File: config.mk
export PLATFORM = sky130hd
export DESIGN_NAME = router_fsm
export DESIGN_NICKNAME = d
export VERILOG_FILES = /design/src/rtl/router_pkg.sv /design/src/rtl/router_fsm.sv
export SDC_FILE = /design/constraint.sdc
export NUM_CORES = 1
export LEC_CHECK = 0
export BUFFER_PORTS_ARGS = -buffer_cell sky130_fd_sc_hd__buf_2
export CORE_ASPECT_RATIO = 1.1
export CORE_MARGIN = 3
export CORE_UTILIZATION = 40
export DETAILED_ROUTE_END_ITERATION = 7
export GPL_TIMING_DRIVEN = 0
export RECOVER_POWER = 25
export SLEW_MARGIN = 30
export SYNTH_ARGS = -nofsm -noshare
export SYNTH_HDL_FRONTEND = slang
export SYNTH_SLANG_ARGS = --single-unit
File: constraint.sdc
create_clock -name clock -period 2.5 [get_ports clock]
set_input_delay 0.5 -clock clock [delete_from_list [all_inputs] [get_ports clock]]
set_output_delay 0.5 -clock clock [all_outputs]
set_load 0.01 [all_outputs]
File: src/rtl/router_pkg.sv
// Shared types and constants for the 1x3 packet router control path.
package router_pkg;

  typedef enum logic [7:0] {
    DECODE_ADDRESS     = 8'b0000_0001,
    LOAD_FIRST_DATA    = 8'b0000_0010,
    LOAD_DATA          = 8'b0000_0100,
    LOAD_PARITY        = 8'b0000_1000,
    FIFO_FULL_STATE    = 8'b0001_0000,
    LOAD_AFTER_FULL    = 8'b0010_0000,
    WAIT_TILL_EMPTY    = 8'b0100_0000,
    CHECK_PARITY_ERROR = 8'b1000_0000
  } state_t;

  localparam int unsigned ADDR_W = 2;

  localparam logic [ADDR_W-1:0] ADDR_0       = 2'd0;
  localparam logic [ADDR_W-1:0] ADDR_1       = 2'd1;
  localparam logic [ADDR_W-1:0] ADDR_2       = 2'd2;
  localparam logic [ADDR_W-1:0] ADDR_INVALID = 2'd3;

  // Pick one per-port flag by destination address; address 3 maps to no port.
  function automatic logic port_flag(input logic [2:0] flags, input logic [ADDR_W-1:0] a);
    case (a)
      ADDR_0:  port_flag = flags[0];
      ADDR_1:  port_flag = flags[1];
      ADDR_2:  port_flag = flags[2];
      default: port_flag = 1'b0;
    endcase
  endfunction

endpackage

File: src/rtl/router_fsm.sv
// Router control FSM: decodes the header address, waits for the target FIFO,
// sequences header/payload/parity loading and suspends while the FIFO is full.
module router_fsm
  import router_pkg::*;
(
  input  logic       clock,
  input  logic       reset,
  input  logic       pkt_valid,
  input  logic [1:0] data_in,
  input  logic       fifo_full,
  input  logic       fifo_empty_0,
  input  logic       fifo_empty_1,
  input  logic       fifo_empty_2,
  input  logic       soft_reset_0,
  input  logic       soft_reset_1,
  input  logic       soft_reset_2,
  input  logic       parity_done,
  input  logic       low_pkt_valid,
  output logic       write_enb_reg,
  output logic       detect_add,
  output logic       lfd_state,
  output logic       ld_state,
  output logic       laf_state,
  output logic       full_state,
  output logic       rst_int_reg,
  output logic       busy
);

  state_t            state, next_state;
  logic [ADDR_W-1:0] addr, next_addr;
  logic [2:0]        empties, softs;
  logic              sel_empty, sel_soft;
  logic              write_enb_d, detect_add_d, lfd_d, ld_d, laf_d, full_d, rst_int_d, busy_d;

  assign empties   = {fifo_empty_2, fifo_empty_1, fifo_empty_0};
  assign softs     = {soft_reset_2, soft_reset_1, soft_reset_0};
  assign sel_empty = port_flag(empties, addr);
  assign sel_soft  = port_flag(softs, addr);

  // Next state, next address and the Moore outputs of the state being entered.
  always_comb begin
    next_state = state;
    next_addr  = addr;

    case (state)
      DECODE_ADDRESS: begin
        if (pkt_valid) begin
          next_addr = data_in;
          if (data_in != ADDR_INVALID)
            next_state = port_flag(empties, data_in) ? LOAD_FIRST_DATA : WAIT_TILL_EMPTY;
        end
      end
      WAIT_TILL_EMPTY:    if (sel_empty) next_state = LOAD_FIRST_DATA;
      LOAD_FIRST_DATA:    next_state = LOAD_DATA;
      LOAD_DATA: begin
        if (fifo_full)       next_state = FIFO_FULL_STATE;
        else if (!pkt_valid) next_state = LOAD_PARITY;
      end
      LOAD_PARITY:        next_state = CHECK_PARITY_ERROR;
      CHECK_PARITY_ERROR: next_state = fifo_full ? FIFO_FULL_STATE : DECODE_ADDRESS;
      FIFO_FULL_STATE:    if (!fifo_full) next_state = LOAD_AFTER_FULL;
      LOAD_AFTER_FULL: begin
        if (parity_done)        next_state = DECODE_ADDRESS;
        else if (low_pkt_valid) next_state = LOAD_PARITY;
        else                    next_state = LOAD_DATA;
      end
      default:            next_state = DECODE_ADDRESS;
    endcase

    // A soft reset on the selected port aborts the packet from any active state.
    if (sel_soft && state != DECODE_ADDRESS) next_state = DECODE_ADDRESS;

    detect_add_d = (next_state == DECODE_ADDRESS);
    lfd_d        = (next_state == LOAD_FIRST_DATA);
    ld_d         = (next_state == LOAD_DATA);
    laf_d        = (next_state == LOAD_AFTER_FULL);
    full_d       = (next_state == FIFO_FULL_STATE);
    rst_int_d    = (next_state == CHECK_PARITY_ERROR);
    write_enb_d  = (next_state == LOAD_DATA) || (next_state == LOAD_PARITY) ||
                   (next_state == LOAD_AFTER_FULL);
    busy_d       = (next_state != DECODE_ADDRESS) && (next_state != LOAD_DATA);
  end

  always_ff @(posedge clock) begin
    if (reset) begin
      state         <= DECODE_ADDRESS;
      addr          <= ADDR_0;
      detect_add    <= 1'b1;
      lfd_state     <= 1'b0;
      ld_state      <= 1'b0;
      laf_state     <= 1'b0;
      full_state    <= 1'b0;
      rst_int_reg   <= 1'b0;
      write_enb_reg <= 1'b0;
      busy          <= 1'b0;
    end else begin
      state         <= next_state;
      addr          <= next_addr;
      detect_add    <= detect_add_d;
      lfd_state     <= lfd_d;
      ld_state      <= ld_d;
      laf_state     <= laf_d;
      full_state    <= full_d;
      rst_int_reg   <= rst_int_d;
      write_enb_reg <= write_enb_d;
      busy          <= busy_d;
    end
  end

endmodule
### Yosys cells after proc, flatten, opt, wreduce, memory -nomap -nowiden

Cells that the tools add are included.

| operators by class | value |
|---|---|
| equal/unequal tests | 23 |
| mux-type cells | 18 |
| reductions and logical operators | 7 |

Operator list:

| operator | count |
|---|---|
| one-hot mux 8 bit (8 select lines) | 1 |
| 2-to-1 mux 8 bit | 7 |
| equality test 8 x 1 -> 1 bit (second input constant) | 2 |
| equality test 8 x 2 -> 1 bit (second input constant) | 2 |
| equality test 8 x 3 -> 1 bit (second input constant) | 2 |
| equality test 8 x 4 -> 1 bit (second input constant) | 2 |
| equality test 8 x 5 -> 1 bit (second input constant) | 2 |
| equality test 8 x 6 -> 1 bit (second input constant) | 2 |
| equality test 8 bit (second input constant) | 2 |
| inequality test 8 x 1 -> 1 bit (second input constant) | 2 |
| one-hot mux 1 bit (3 select lines) | 3 |
| equality test 8 x 7 -> 1 bit (second input constant) | 1 |
| 2-to-1 mux 4 bit | 2 |
| inequality test 8 x 3 -> 1 bit (second input constant) | 1 |
| 2-to-1 mux 7 bit | 1 |
| 2-to-1 mux 5 bit | 1 |
| equality test 2 x 1 -> 1 bit (second input constant) | 2 |
| equality test 2 bit (second input constant) | 2 |
| zero test 2 bit | 2 |
| 2-to-1 mux 1 bit | 3 |
| logical AND 1 bit | 2 |
| logical OR 1 bit | 2 |
| inequality test 2 bit (second input constant) | 1 |
| AND reduction 2 bit | 1 |

| storage, ports and cells | value |
|---|---|
| bits in registers | 18 |
| output and inout port bits | 8 |
| logic and storage cells | 58 |

### Longest topological paths before layout

| logic depth | value |
|---|---|
| word-level depth | 13 |
| gate-level depth with buffers | 7 |

### Least setup slack after synthesis

Ideal clock, no wire load.

| path | value |
|---|---|
| path type | reg2reg |
| from | reg state[1] |
| to | reg detect_add |
| arrival time | 1,851 ps |
| path slack | 522 ps |
| stages on the path, launching flop included | 7 |
| path buffers | 1 |
| period minus slack after synthesis | 1,978 ps |
| path through | dfxtp_1 buf_6 or4_4 or4_1 nand2_1 o21ai_2 or3b_1 |

| between the ends | value |
|---|---|
| longest elaborated chain between the ends | 5 |
| elaborated cells between the ends (all ways) | 19 |
| those cells by class | 10 x eq/ne; 8 x mux; 1 x reduce/logical |

Ends and longest elaborated chain:

| what | RTL line | source |
|---|---|---|
| start, declared | router_fsm.sv:29 | `state_t state, next_state;` |
| start signal, assigned | router_fsm.sv:97 | `state <= next_state;` |
| 2-to-1 mux 8 bit (on tied branches) | router_fsm.sv:57, router_fsm.sv:49 |  |
| 2-to-1 mux 8 bit (on tied branches) | router_fsm.sv:56, router_fsm.sv:47 |  |
| one-hot mux 8 bit (8 select lines) | router_fsm.sv:45 | `case (state)` |
| 2-to-1 mux 8 bit * | router_fsm.sv:71 | `if (sel_soft && state != DECODE_ADDRESS) next_state = DECODE_ADDRESS;` |
| equality test 8 x 1 -> 1 bit * | router_fsm.sv:73 | `detect_add_d = (next_state == DECODE_ADDRESS);` |
| end signal, assigned | router_fsm.sv:99 | `detect_add <= detect_add_d;` |
| end, declared | router_fsm.sv:20 | `output logic detect_add,` |

Every way passes the cells marked *; elsewhere a longest branch is shown, timed or not.
A chain may end at the register's enable or synchronous reset.

### Worst setup path in the final report

| path | value |
|---|---|
| from | reg state[1] |
| to | reg state[0] |

| between the ends | value |
|---|---|
| longest elaborated chain between the ends | 3 |
| elaborated cells between the ends (all ways) | 12 |
| those cells by class | 9 x eq/ne; 2 x mux; 1 x reduce/logical |

Ends and longest elaborated chain:

| what | RTL line |
|---|---|
| equality test 8 x 6 -> 1 bit, or another cell as far along | router_fsm.sv:45 |
| one-hot mux 8 bit (8 select lines) or logical AND 1 bit (tied branches) | router_fsm.sv:45, router_fsm.sv:71 |
| 2-to-1 mux 8 bit * | router_fsm.sv:71 |

Marked as above.

==> reports/results.txt <==
Status = complete, no violations
Wire per inst = 12.2 um
Critical path's top delay family = simple AND/OR/NAND/NOR gates
Reg2reg start = state[1]
WHS Endpoint = addr[0]
Met1 usage = 0.176
Worst setup EP type = flop
Commonest non-fill, non-tap cell in the layout = dfxtp_1
Final ANT Viol Nets = 0
Ys flop type = dfxtp_1
RSZ-0062 raised after global routing = no
Core region area = 2060 um2
Placer Congestion = 0.847
Worst EP arrival = 2.28 ns
Drt pass-1 iters = 4
Met3 usage = 0.0270
Post-CTS sizing = 0
Ant. Diodes = 0
GR peak layer = met2
Synth cell types = 37
HPWL after DPL = 1.41 mm
FF+latch count, synth = 18
CTS max path bufs = 2
Hold Crit Class = primary input to flop
FFs w/ async S/R, synth = 0
Gr usage total = 0.140
Initial Utilization = 0.433
Post-route minimum period = 2.10 ns
Area Overhead vs Synth = 18.9%
Max_cap viols = 0
Final design utilization = 0.515
R2r endpoint = state[0]
DRC viols = 0
Final period util = 0.839
Synthesized net count = 115
Clk_lat worst skew = 0.30 ns
Critical Path RT = 2.68 ns
Die Y = 55.6 um
First-pass GRT wire length = 3.06 mm
Initial drt markers = 14
YS warnings = 0
Worst Reg-to-Reg Cells = 6
DR vias/cell = 5.31
Critical-path cell list = buf_6 -> or4_4 -> or4_1 -> nand2_1 -> o21ai_2 -> or3b_1
CTS Buf Count = 3
Grt met2 use = 0.217
Critical Path Source Type = flop
CTS H-Tree Depth = 1
Input/output buffers = 21
CTS sink cnt = 18
IO Pins = 22
Fin nets = 141
Vias = 818
Largest reg by FF count = state
Clock-pin slew on the worst setup and hold paths = 0.10 ns
Cell area power density = 664 nW/um2
Post-synth EDFFs = 0
Root buffer cell = clkbuf_4
Die area = 2840 um2
Hold Startpoint = reset
CTS tree = yes
Final setup vio count = 0
Top Registers = state x8, addr x2
Setup Buffers After CTS = 0
Num rows = 17
Antenna violations before repair = 0
Cells after Synth = 101
Final hold vios = 0
Largest net degree at the start of global routing = 11
Commonest cells after routing, fill and taps aside = dfxtp_1 (18), buf_2 (15), nor2_1 (12)
Worst-Margin Slew = 0.657 ns
Vias in the first global route = 713
Flip-flop count of the largest register after layout = 8
TNS Setup = 0 ns
Synthesized area per cell = 8.85 um2
Worst path max stage delay = 0.50 ns
Max FO, Critical Path = 8
Lkg Pwr = 0.000436 uW
Slowest CP cell = or4_4
Area of the mapped netlist = 893 um2
Hold Path Depth = 2
Fillers = 209
Post-Route WL = 1.88 mm
Share of post-route cells with drive strength above 1 = 0.238
Gr ovfl total = 0
Fin. max-slew vios = 0
Slew headroom = 0.557
Seq/Total Area, Yosys = 0.403
Maximum vdd drop = 0.367 mV
Worst Skew = 0.00374 ns
Hold-fix buffers, CTS = 0
WS Path Type = flop to flop
CP bufs+invs = 1
Die Wd = 51.1 um
Highest clock rate = 477 MHz
Worst reg-to-reg setup slack = 0.40 ns
==> layout make-up <==
type / instances / area (um2) / area share
Multi-Input combinational cell: 78 / 499 / 0.470
Sequential cell: 18 / 360 / 0.339
Timing Repair Buffer: 21 / 97.6 / 0.0919
Clock buffer: 4 / 36.3 / 0.0342
Tap cell: 28 / 35.0 / 0.0330
Buffer: 4 / 30.0 / 0.0283
Inverter: 1 / 3.75 / 0.00353
==> cell families (layout without fill, tap and decap cells) <==
| family | after synthesis | count (layout) | synth area share |
|---|---|---|---|
| simple gates | 53 | 53 | 0.360 |
| compound gates | 20 | 20 | 0.146 |
| flops | 18 | 18 | 0.403 |
| buf+inv | 5 | 30 | 0.0378 |
| mux | 3 | 3 | 0.0336 |
| xor+xnor | 2 | 2 | 0.0196 |
==> per-layer routing <==
metal	share of wire	up-vias
met2	0.47	13
li1	-	422
met1	0.47	379
met4	0.020	0
met3	0.040	4
met5	0	-
==> Yosys cell counts, types with 2 or more instances <==
library cell,count,area (um2)
nand4b_1,2,17.5
and3_2,2,15.0
buf_6,2,22.5
a2bb2oi_1,2,17.5
nand3_1,4,20.0
and2b_2,2,17.5
mux2i_1,3,30.0
o21ai_0,2,10.0
or3b_1,2,17.5
nor2_1,12,45.0
a21oi_1,8,40.0
nor2b_1,5,31.3
nor4_1,3,18.8
dfxtp_1,18,360
nor3b_1,2,15.0
nand4_1,4,25.0
nand2_1,7,26.3
clkbuf_1,2,7.51
==> worst max path at each step <==
stage	endpoint	slack, ns	from	cells past startpoint
3_5_place_dp	detect_add	0.43	state[1]	6
2_1_floorplan	detect_add	0.52	state[1]	6
5_1_grt	state[7]	0.30	state[4]	6
3_3_place_gp	detect_add	0.44	state[1]	6
6_report	state[0]	0.40	state[1]	6
4_1_cts	state[0]	0.39	state[1]	6
==> where the power goes <==
group,switching [uW],internal [uW],total (uW)
Combinational,105,91.6,196
Clock,92.0,88.8,181
Sequential,17.8,311,328
==> metrics by stage <==
stage | setup slack, ns | total power [uW] | std cells | cell area, um2 | hold slack [ns]
final | 0.403 | 706 | 154 | 1060 | 0.372
after global routing | 0.304 | 745 | 154 | 1060 | 0.375
after CTS | 0.386 | 719 | 154 | 1070 | 0.356
after detailed placement | 0.428 | 533 | 150 | 1030 | 0.480
after global placement | 0.443 | 531 | 150 | 1030 | 0.478
after floorplan | 0.522 | 479 | 101 | 893 | 0.452
(Power assumes the default switching activity.)
